**src/rtl/uart_tx_buffered_if.sv**
```systemverilog
// rtl/uart_tx_buffered_if.sv - CPU-side push port and FIFO status of the buffered UART transmitter
interface uart_tx_buffered_if #(
    parameter int DEPTH_LOG2 = 4
);
    logic                  wr_en;
    logic [7:0]            wr_data;
    logic                  full;
    logic                  empty;
    logic [DEPTH_LOG2:0]   count;
    logic                  overflow;

    modport master (
        output wr_en, wr_data,
        input  full, empty, count, overflow
    );

    modport slave (
        input  wr_en, wr_data,
        output full, empty, count, overflow
    );
endinterface

```
**src/rtl/uart_tx_buffered.sv**
```systemverilog
// rtl/uart_tx_buffered.sv - FIFO-buffered 8N1 UART transmitter draining bytes back-to-back
module uart_tx_buffered #(
    parameter int CLK_HZ     = 1000000,
    parameter int BAUD       = 9600,
    parameter int DEPTH_LOG2 = 4
) (
    input  logic                 clk_from_FPGA,
    input  logic                 rst_from_FPGA,
    uart_tx_buffered_if.slave    bus,
    output logic                 busy,
    output logic                 uart_tx_pin_for_FPGA
);
    localparam int DIV   = CLK_HZ / BAUD;
    localparam int TW    = (DIV > 2) ? $clog2(DIV) : 1;
    localparam int DEPTH = 1 << DEPTH_LOG2;

    localparam logic [TW-1:0]         TMAX    = TW'(DIV - 1);
    localparam logic [TW-1:0]         T_ONE   = TW'(1);
    localparam logic [DEPTH_LOG2-1:0] PTR_ONE = DEPTH_LOG2'(1);
    localparam logic [DEPTH_LOG2:0]   CNT_MAX = (DEPTH_LOG2 + 1)'(DEPTH);

    typedef enum logic [1:0] {IDLE, START, DATA, STOP} state_t;

    state_t                 state_q, state_d;
    logic [TW-1:0]          timer_q, timer_d;
    logic [2:0]             bit_idx_q, bit_idx_d;
    logic [7:0]             shift_q, shift_d;
    logic                   tx_q, tx_d;
    logic [DEPTH_LOG2-1:0]  wr_ptr_q, wr_ptr_d;
    logic [DEPTH_LOG2-1:0]  rd_ptr_q, rd_ptr_d;
    logic [DEPTH_LOG2:0]    count_q, count_d;
    logic                   overflow_q, overflow_d;
    logic [7:0]             mem_q [DEPTH];
    logic [7:0]             mem_d [DEPTH];

    logic full, has_data, push, pop, last_tick;
    logic [7:0] head;

    assign full      = (count_q == CNT_MAX);
    assign has_data  = (count_q != '0);
    assign push      = bus.wr_en && !full;
    assign head      = mem_q[rd_ptr_q];
    assign last_tick = (timer_q == TMAX);

    // Full is judged on the registered count, so a same-cycle pop never rescues a push.
    always_comb begin
        mem_d      = mem_q;
        wr_ptr_d   = wr_ptr_q;
        rd_ptr_d   = rd_ptr_q;
        overflow_d = overflow_q;
        if (push) begin
            mem_d[wr_ptr_q] = bus.wr_data;
            wr_ptr_d        = wr_ptr_q + PTR_ONE;
        end
        if (bus.wr_en && full) begin
            overflow_d = 1'b1;
        end
        if (pop) begin
            rd_ptr_d = rd_ptr_q + PTR_ONE;
        end
        count_d = count_q + {{DEPTH_LOG2{1'b0}}, push} - {{DEPTH_LOG2{1'b0}}, pop};
    end

    always_comb begin
        state_d   = state_q;
        timer_d   = timer_q;
        bit_idx_d = bit_idx_q;
        shift_d   = shift_q;
        tx_d      = tx_q;
        pop       = 1'b0;
        case (state_q)
            IDLE: begin
                if (has_data) begin
                    pop     = 1'b1;
                    shift_d = head;
                    tx_d    = 1'b0;
                    timer_d = '0;
                    state_d = START;
                end
            end
            START: begin
                if (last_tick) begin
                    timer_d   = '0;
                    tx_d      = shift_q[0];
                    bit_idx_d = 3'd0;
                    state_d   = DATA;
                end else begin
                    timer_d = timer_q + T_ONE;
                end
            end
            DATA: begin
                if (last_tick) begin
                    timer_d = '0;
                    if (bit_idx_q == 3'd7) begin
                        tx_d    = 1'b1;
                        state_d = STOP;
                    end else begin
                        shift_d   = shift_q >> 1;
                        tx_d      = shift_q[1];
                        bit_idx_d = bit_idx_q + 3'd1;
                    end
                end else begin
                    timer_d = timer_q + T_ONE;
                end
            end
            STOP: begin
                if (last_tick) begin
                    timer_d = '0;
                    // Chain straight into the next start bit so bursts have no idle gap.
                    if (has_data) begin
                        pop     = 1'b1;
                        shift_d = head;
                        tx_d    = 1'b0;
                        state_d = START;
                    end else begin
                        state_d = IDLE;
                    end
                end else begin
                    timer_d = timer_q + T_ONE;
                end
            end
            default: begin
                state_d = IDLE;
                tx_d    = 1'b1;
            end
        endcase
    end

    always_ff @(posedge clk_from_FPGA) begin
        if (rst_from_FPGA) begin
            state_q    <= IDLE;
            timer_q    <= '0;
            bit_idx_q  <= '0;
            shift_q    <= '0;
            tx_q       <= 1'b1;
            wr_ptr_q   <= '0;
            rd_ptr_q   <= '0;
            count_q    <= '0;
            overflow_q <= 1'b0;
        end else begin
            state_q    <= state_d;
            timer_q    <= timer_d;
            bit_idx_q  <= bit_idx_d;
            shift_q    <= shift_d;
            tx_q       <= tx_d;
            wr_ptr_q   <= wr_ptr_d;
            rd_ptr_q   <= rd_ptr_d;
            count_q    <= count_d;
            overflow_q <= overflow_d;
        end
    end

    always_ff @(posedge clk_from_FPGA) begin
        mem_q <= mem_d;
    end

    assign bus.full             = full;
    assign bus.empty            = !has_data;
    assign bus.count            = count_q;
    assign bus.overflow         = overflow_q;
    assign busy                 = (state_q != IDLE);
    assign uart_tx_pin_for_FPGA = tx_q;
endmodule
```
**src/flat_wrapper.sv**
```systemverilog
// flat-port wrapper written by rule: the top's interface ports become plain ports
module uart_tx_buffered_flat 
#(
    parameter int CLK_HZ     = 1000000,
    parameter int BAUD       = 9600,
    parameter int DEPTH_LOG2 = 4
)
  (clk_from_FPGA, rst_from_FPGA, busy, uart_tx_pin_for_FPGA, bus_wr_en, bus_wr_data, bus_full, bus_empty, bus_count, bus_overflow);
  uart_tx_buffered_if #(.DEPTH_LOG2(DEPTH_LOG2)) bus_i ();
  input  logic clk_from_FPGA;
  input  logic rst_from_FPGA;
  output logic busy;
  output logic uart_tx_pin_for_FPGA;
  input wire logic [$bits(bus_i.wr_en)-1:0] bus_wr_en;
  input wire logic [$bits(bus_i.wr_data)-1:0] bus_wr_data;
  output wire logic [$bits(bus_i.full)-1:0] bus_full;
  output wire logic [$bits(bus_i.empty)-1:0] bus_empty;
  output wire logic [$bits(bus_i.count)-1:0] bus_count;
  output wire logic [$bits(bus_i.overflow)-1:0] bus_overflow;
  assign bus_i.wr_en = bus_wr_en;
  assign bus_i.wr_data = bus_wr_data;
  assign bus_full = bus_i.full;
  assign bus_empty = bus_i.empty;
  assign bus_count = bus_i.count;
  assign bus_overflow = bus_i.overflow;
  uart_tx_buffered #(.CLK_HZ(CLK_HZ), .BAUD(BAUD), .DEPTH_LOG2(DEPTH_LOG2)) u_core (.clk_from_FPGA(clk_from_FPGA), .rst_from_FPGA(rst_from_FPGA), .bus(bus_i), .busy(busy), .uart_tx_pin_for_FPGA(uart_tx_pin_for_FPGA));
endmodule
```
**config.mk**
```make
export PLATFORM = sky130hd
export DESIGN_NAME = uart_tx_buffered_flat
export DESIGN_NICKNAME = d
export VERILOG_FILES = /design/src/rtl/uart_tx_buffered_if.sv /design/src/rtl/uart_tx_buffered.sv /design/src/flat_wrapper.sv
export SDC_FILE = /design/constraint.sdc
export NUM_CORES = 1
export LEC_CHECK = 0
export BUFFER_PORTS_ARGS = -buffer_cell sky130_fd_sc_hd__buf_2
export CAP_MARGIN = 40
export CORE_ASPECT_RATIO = 1.25
export CORE_MARGIN = 5
export CORE_UTILIZATION = 50
export CTS_CLUSTER_SIZE = 40
export DETAILED_ROUTE_END_ITERATION = 7
export GPL_TIMING_DRIVEN = 0
export PLACE_DENSITY_LB_ADDON = 0.12
export SYNTH_ARGS = -nofsm -noshare
export SYNTH_HDL_FRONTEND = slang
export SYNTH_SLANG_ARGS = --single-unit
```
**constraint.sdc**
```tcl
create_clock -name clk_from_FPGA -period 3.15 [get_ports clk_from_FPGA]
set_input_delay 0.4725 -clock clk_from_FPGA [delete_from_list [all_inputs] [get_ports clk_from_FPGA]]
set_output_delay 0.4725 -clock clk_from_FPGA [all_outputs]
set_load 0.02 [all_outputs]
```
==> results by group <==
Synthesis
  • Most common flop cell mapped by yosys: edfxtp_1
  • Seq/Total Area, Yosys: 0.659
  • Synth Area per Inst: 14.9 µm²
  • Synth area leaders: edfxtp_1 56%, dfxtp_1 10%, mux4_2 7.5%, ha_1 3.4%, mux2_2 2.1%
  • Yosys warnings: 0
  • Mapped Area: 6890 µm²
  • EDFF count, synth: 128
  • Synth unique cells: 52
  • Post-synth top cells: 128 x edfxtp_1, 35 x dfxtp_1, 35 x nor2_1
  • Syn Inst Count: 461
  • Top cell type's share of synthesized area: 0.558
  • Yosys top cell by area: edfxtp_1
  • Async SR Flop Fraction: 0
  • Most frequent cell after synthesis: edfxtp_1
  • Syn nets: 492
  • #FFs+latches synth: 163

Worst setup path
  • R2r worst-path depth: 14
  • Buffer and inverter count on the worst path: 4
  • Reg-to-reg endpoint: u_core.bus.count[4]$_SDFF_PP0_
  • CP Class: reg -> reg
  • Slowest cell on crit path: fa_1
  • Cell mode on critical path: inv_1
  • Slowest stage delay, CP: 0.40 ns
  • Crit path launch: u_core.state_q[0]$_SDFFE_PP0P_
  • Critical path's top delay family: adder cells
  • Required time of the critical path: 3.42 ns
  • WP depth: 14
  • R2r startpoint: u_core.state_q[0]$_SDFFE_PP0P_
  • Arr. time, crit path: 3.23 ns
  • R2R setup slack: 0.19 ns
  • Crit path cell chain: inv_1, ha_1, or2_1, nor2_2, ha_1, inv_1, ha_1, inv_1, fa_1, inv_1, a21oi_1, nor2_1, or3_1, a21oi_1
  • Critical path destination: u_core.bus.count[4]$_SDFF_PP0_
  • Max FO, Critical Path: 5
  • CP Capture Type: flip-flop
  • Startpoint types: flip-flop

STA
  • Max_slew headroom: 0.434
  • Final setup vio count: 0
  • Tcrit/Tclk final: 0.939
  • Post-Route Setup TNS: 0 ns
  • RSZ-0062 raised after global routing: false
  • Actual slew at the worst max-slew pin: 0.842 ns
  • Minimum clock period: 2.96 ns
  • Fmax: 338 MHz
  • Fin Clk Skew: 0.00610 ns
  • Max-slew violations: 0
  • Fin. Hold Viols: 0

Placed design
  • Dpl cell area: 7230 µm²
  • Final HPWL DP: 9580 µm
  • Placer congestion estimate: 0.826
  • Count of input and output buffers: 19

Power and ir drop
  • Leak pwr: 0.00264 µW
  • Sequential Power Share: 0.414
  • Tot Pwr: 6260 µW
  • Switching share of power: 0.315
  • Comb power frac: 0.288
  • Clock network power share: 0.298
  • Sw Pwr: 1970 µW
  • VDD IR max: 438 µV
  • Total power density per cell area: 803 nW/µm²
  • P_int: 4290 µW

Routing
  • # DRC: 0
  • Drt initial violations: 278
  • Antenna Violating Nets Remaining: 0
  • Vias after detailed routing: 3882
  • Total wire length: 13600 µm
  • Via-per-instance ratio: 5.59
  • DR pass1 iterations: 4
  • WL/cell: 19.7 µm

Final layout
  • Final #Nets: 537
  • Design area: 7800 µm²
  • Share of layout cells above drive strength 1: 0.208
  • Diode count: 0
  • Fillers: 1115
  • Area growth syn-to-layout: 13.1%
  • Util after Layout: 0.569

CTS
  • Clock sink count: 163
  • Clock tree from TritonCTS: done
  • Inserted Clock Buffers: 17
  • Latest clock arrival within the worst-skew pair: 0.42 ns
  • Post-CTS Hold Buffers: 0
  • Root buf cell: clkbuf_16
  • Clock Tree Buf Depth: 2
  • H-tree depth: 4
  • Worst-path clk slew: 0.06 ns

Global routing
  • First-pass GRT wire length: 21500 µm
  • Grt total ovfl: 0
  • Vias in the first global route: 3873
  • Largest net degree at the start of global routing: 17
  • GR Util All Layers: 0.179
  • Initial antenna violation count: 0

Outcome
  • Outcome: complete, no violations

Floorplan
  • Die Y-Extent: 141 µm
  • Chip width: 115 µm
  • Core area: 13700 µm²
  • Starting Density: 0.503
  • Die ar.: 16200 µm²
  • I/O pin cnt: 21
  • Cell Rows: 48

Hold path
  • HP Class: in -> reg

Flow run
  • Maxcap violations: 0
-- power by group through the flow --
stage	Clock, µW	Combinational (µW)	Sequential [µW]
finish	1870	1800	2590
global route	1990	2010	2610
CTS	1900	1790	2590
detailed placement	0	1780	2640
global placement	0	1740	2630
floorplan	0	1270	2650
-- cell usage in the layout (no fill, tap or decap), types with 3 or more instances in the layout --
cell,instances
o22ai_1,7
mux2i_1,5
xnor2_1,5
o21ai_0,17
buf_1,3
clkbuf_16,17
buf_4,6
and3_1,3
o21ai_1,14
ha_1,19
nor2b_1,6
a221oi_1,8
nor3_1,6
nand3_1,8
xor2_1,4
nand2b_1,3
nor3b_1,3
nand4_1,3
clkinv_4,4
edfxtp_1,128
dfxtp_1,35
and2_1,9
nand2_1,21
mux4_1,3
clkbuf_1,11
mux2_2,13
buf_2,27
a21oi_1,19
inv_1,15
nor2_1,34
mux4_2,23
-- registers in the layout, indices dropped and copies added, names as in the netlist --
name / cells
u_core.state_q: 2
u_core.timer_q: 7
u_core.shift_q: 8
u_core.mem_q: 128
u_core.bus.overflow: 1
u_core.bus.count: 5
u_core.wr_ptr_q: 4
u_core.rd_ptr_q: 4
u_core.uart_tx_pin_for_FPGA: 1
u_core.bit_idx_q: 3
-- tightest hold or removal path: cells and delay by family --
family / cells / cell delay [ns]
simple gates: 1 / 0.07
compound gates: 1 / 0.05
buf+inv: 1 / 0.08
-- final cells by class --
type	count	area (µm²)	area share
plain buffers	22	111	0.0143
clock buffers	18	429	0.0550
clock inverters	14	108	0.0138
inverters	15	56.3	0.00722
multi-input cells	261	2190	0.281
flip-flops and latches	163	4540	0.583
well taps	175	219	0.0281
repair buffers	26	140	0.0180
-- repair_timing --
item	4_1_cts	5_1_grt
setup buffers	0	3
gates resized for setup	0	2
setup endpoints to repair	0	1
-- how the worst min path moves through the flow --
stage	from	to	slack (ns)	depth (start not counted)
2_1_floorplan	u_core.shift_q[2]$_SDFFE_PP0P_	u_core.shift_q[2]$_SDFFE_PP0P_	0.43	2
4_1_cts	bus_wr_en	u_core.bus.overflow$_SDFFE_PP0P_	0.29	3
6_report	bus_wr_en	u_core.bus.overflow$_SDFFE_PP0P_	0.30	3
5_1_grt	bus_wr_en	u_core.bus.overflow$_SDFFE_PP0P_	0.32	3
3_3_place_gp	u_core.shift_q[5]$_SDFFE_PP0P_	u_core.shift_q[5]$_SDFFE_PP0P_	0.44	2
3_5_place_dp	u_core.shift_q[5]$_SDFFE_PP0P_	u_core.shift_q[5]$_SDFFE_PP0P_	0.44	2
-- per-layer routing --
metal / GRT usage / wire length (µm) / vias up
met5: 0 / 0 / -
met3: 0.0418 / 639 / 20
met4: 0.0717 / 377 / 0
met1: 0.234 / 5710 / 1924
li1: - / - / 1853
met2: 0.288 / 6920 / 85
-- kinds of logic (layout without fill, tap and decap cells) --
| logic type | Yosys count | count (layout) | share of synthesized area |
|---|---|---|---|
| AOI/OAI and AO/OA | 79 | 79 | 0.0695 |
| xor gates and xnor gates | 9 | 9 | 0.0114 |
| adders and majority gates | 20 | 20 | 0.0374 |
| buffers and inverters | 37 | 95 | 0.0243 |
| DFF | 163 | 163 | 0.659 |
| muxes | 45 | 45 | 0.117 |
| and+or+nand+nor | 108 | 108 | 0.0812 |
-- per-stage QoR --
step	hold slack, ns	instances	setup WS (ns)
3_3_place_gp	0.436	655	0.122
4_1_cts	0.286	691	0.0241
2_1_floorplan	0.427	461	0.272
5_1_grt	0.319	694	0.00119
3_5_place_dp	0.442	659	0.0575
6_report	0.299	694	0.191
No activity file was read; power rests on OpenSTA's default activity.
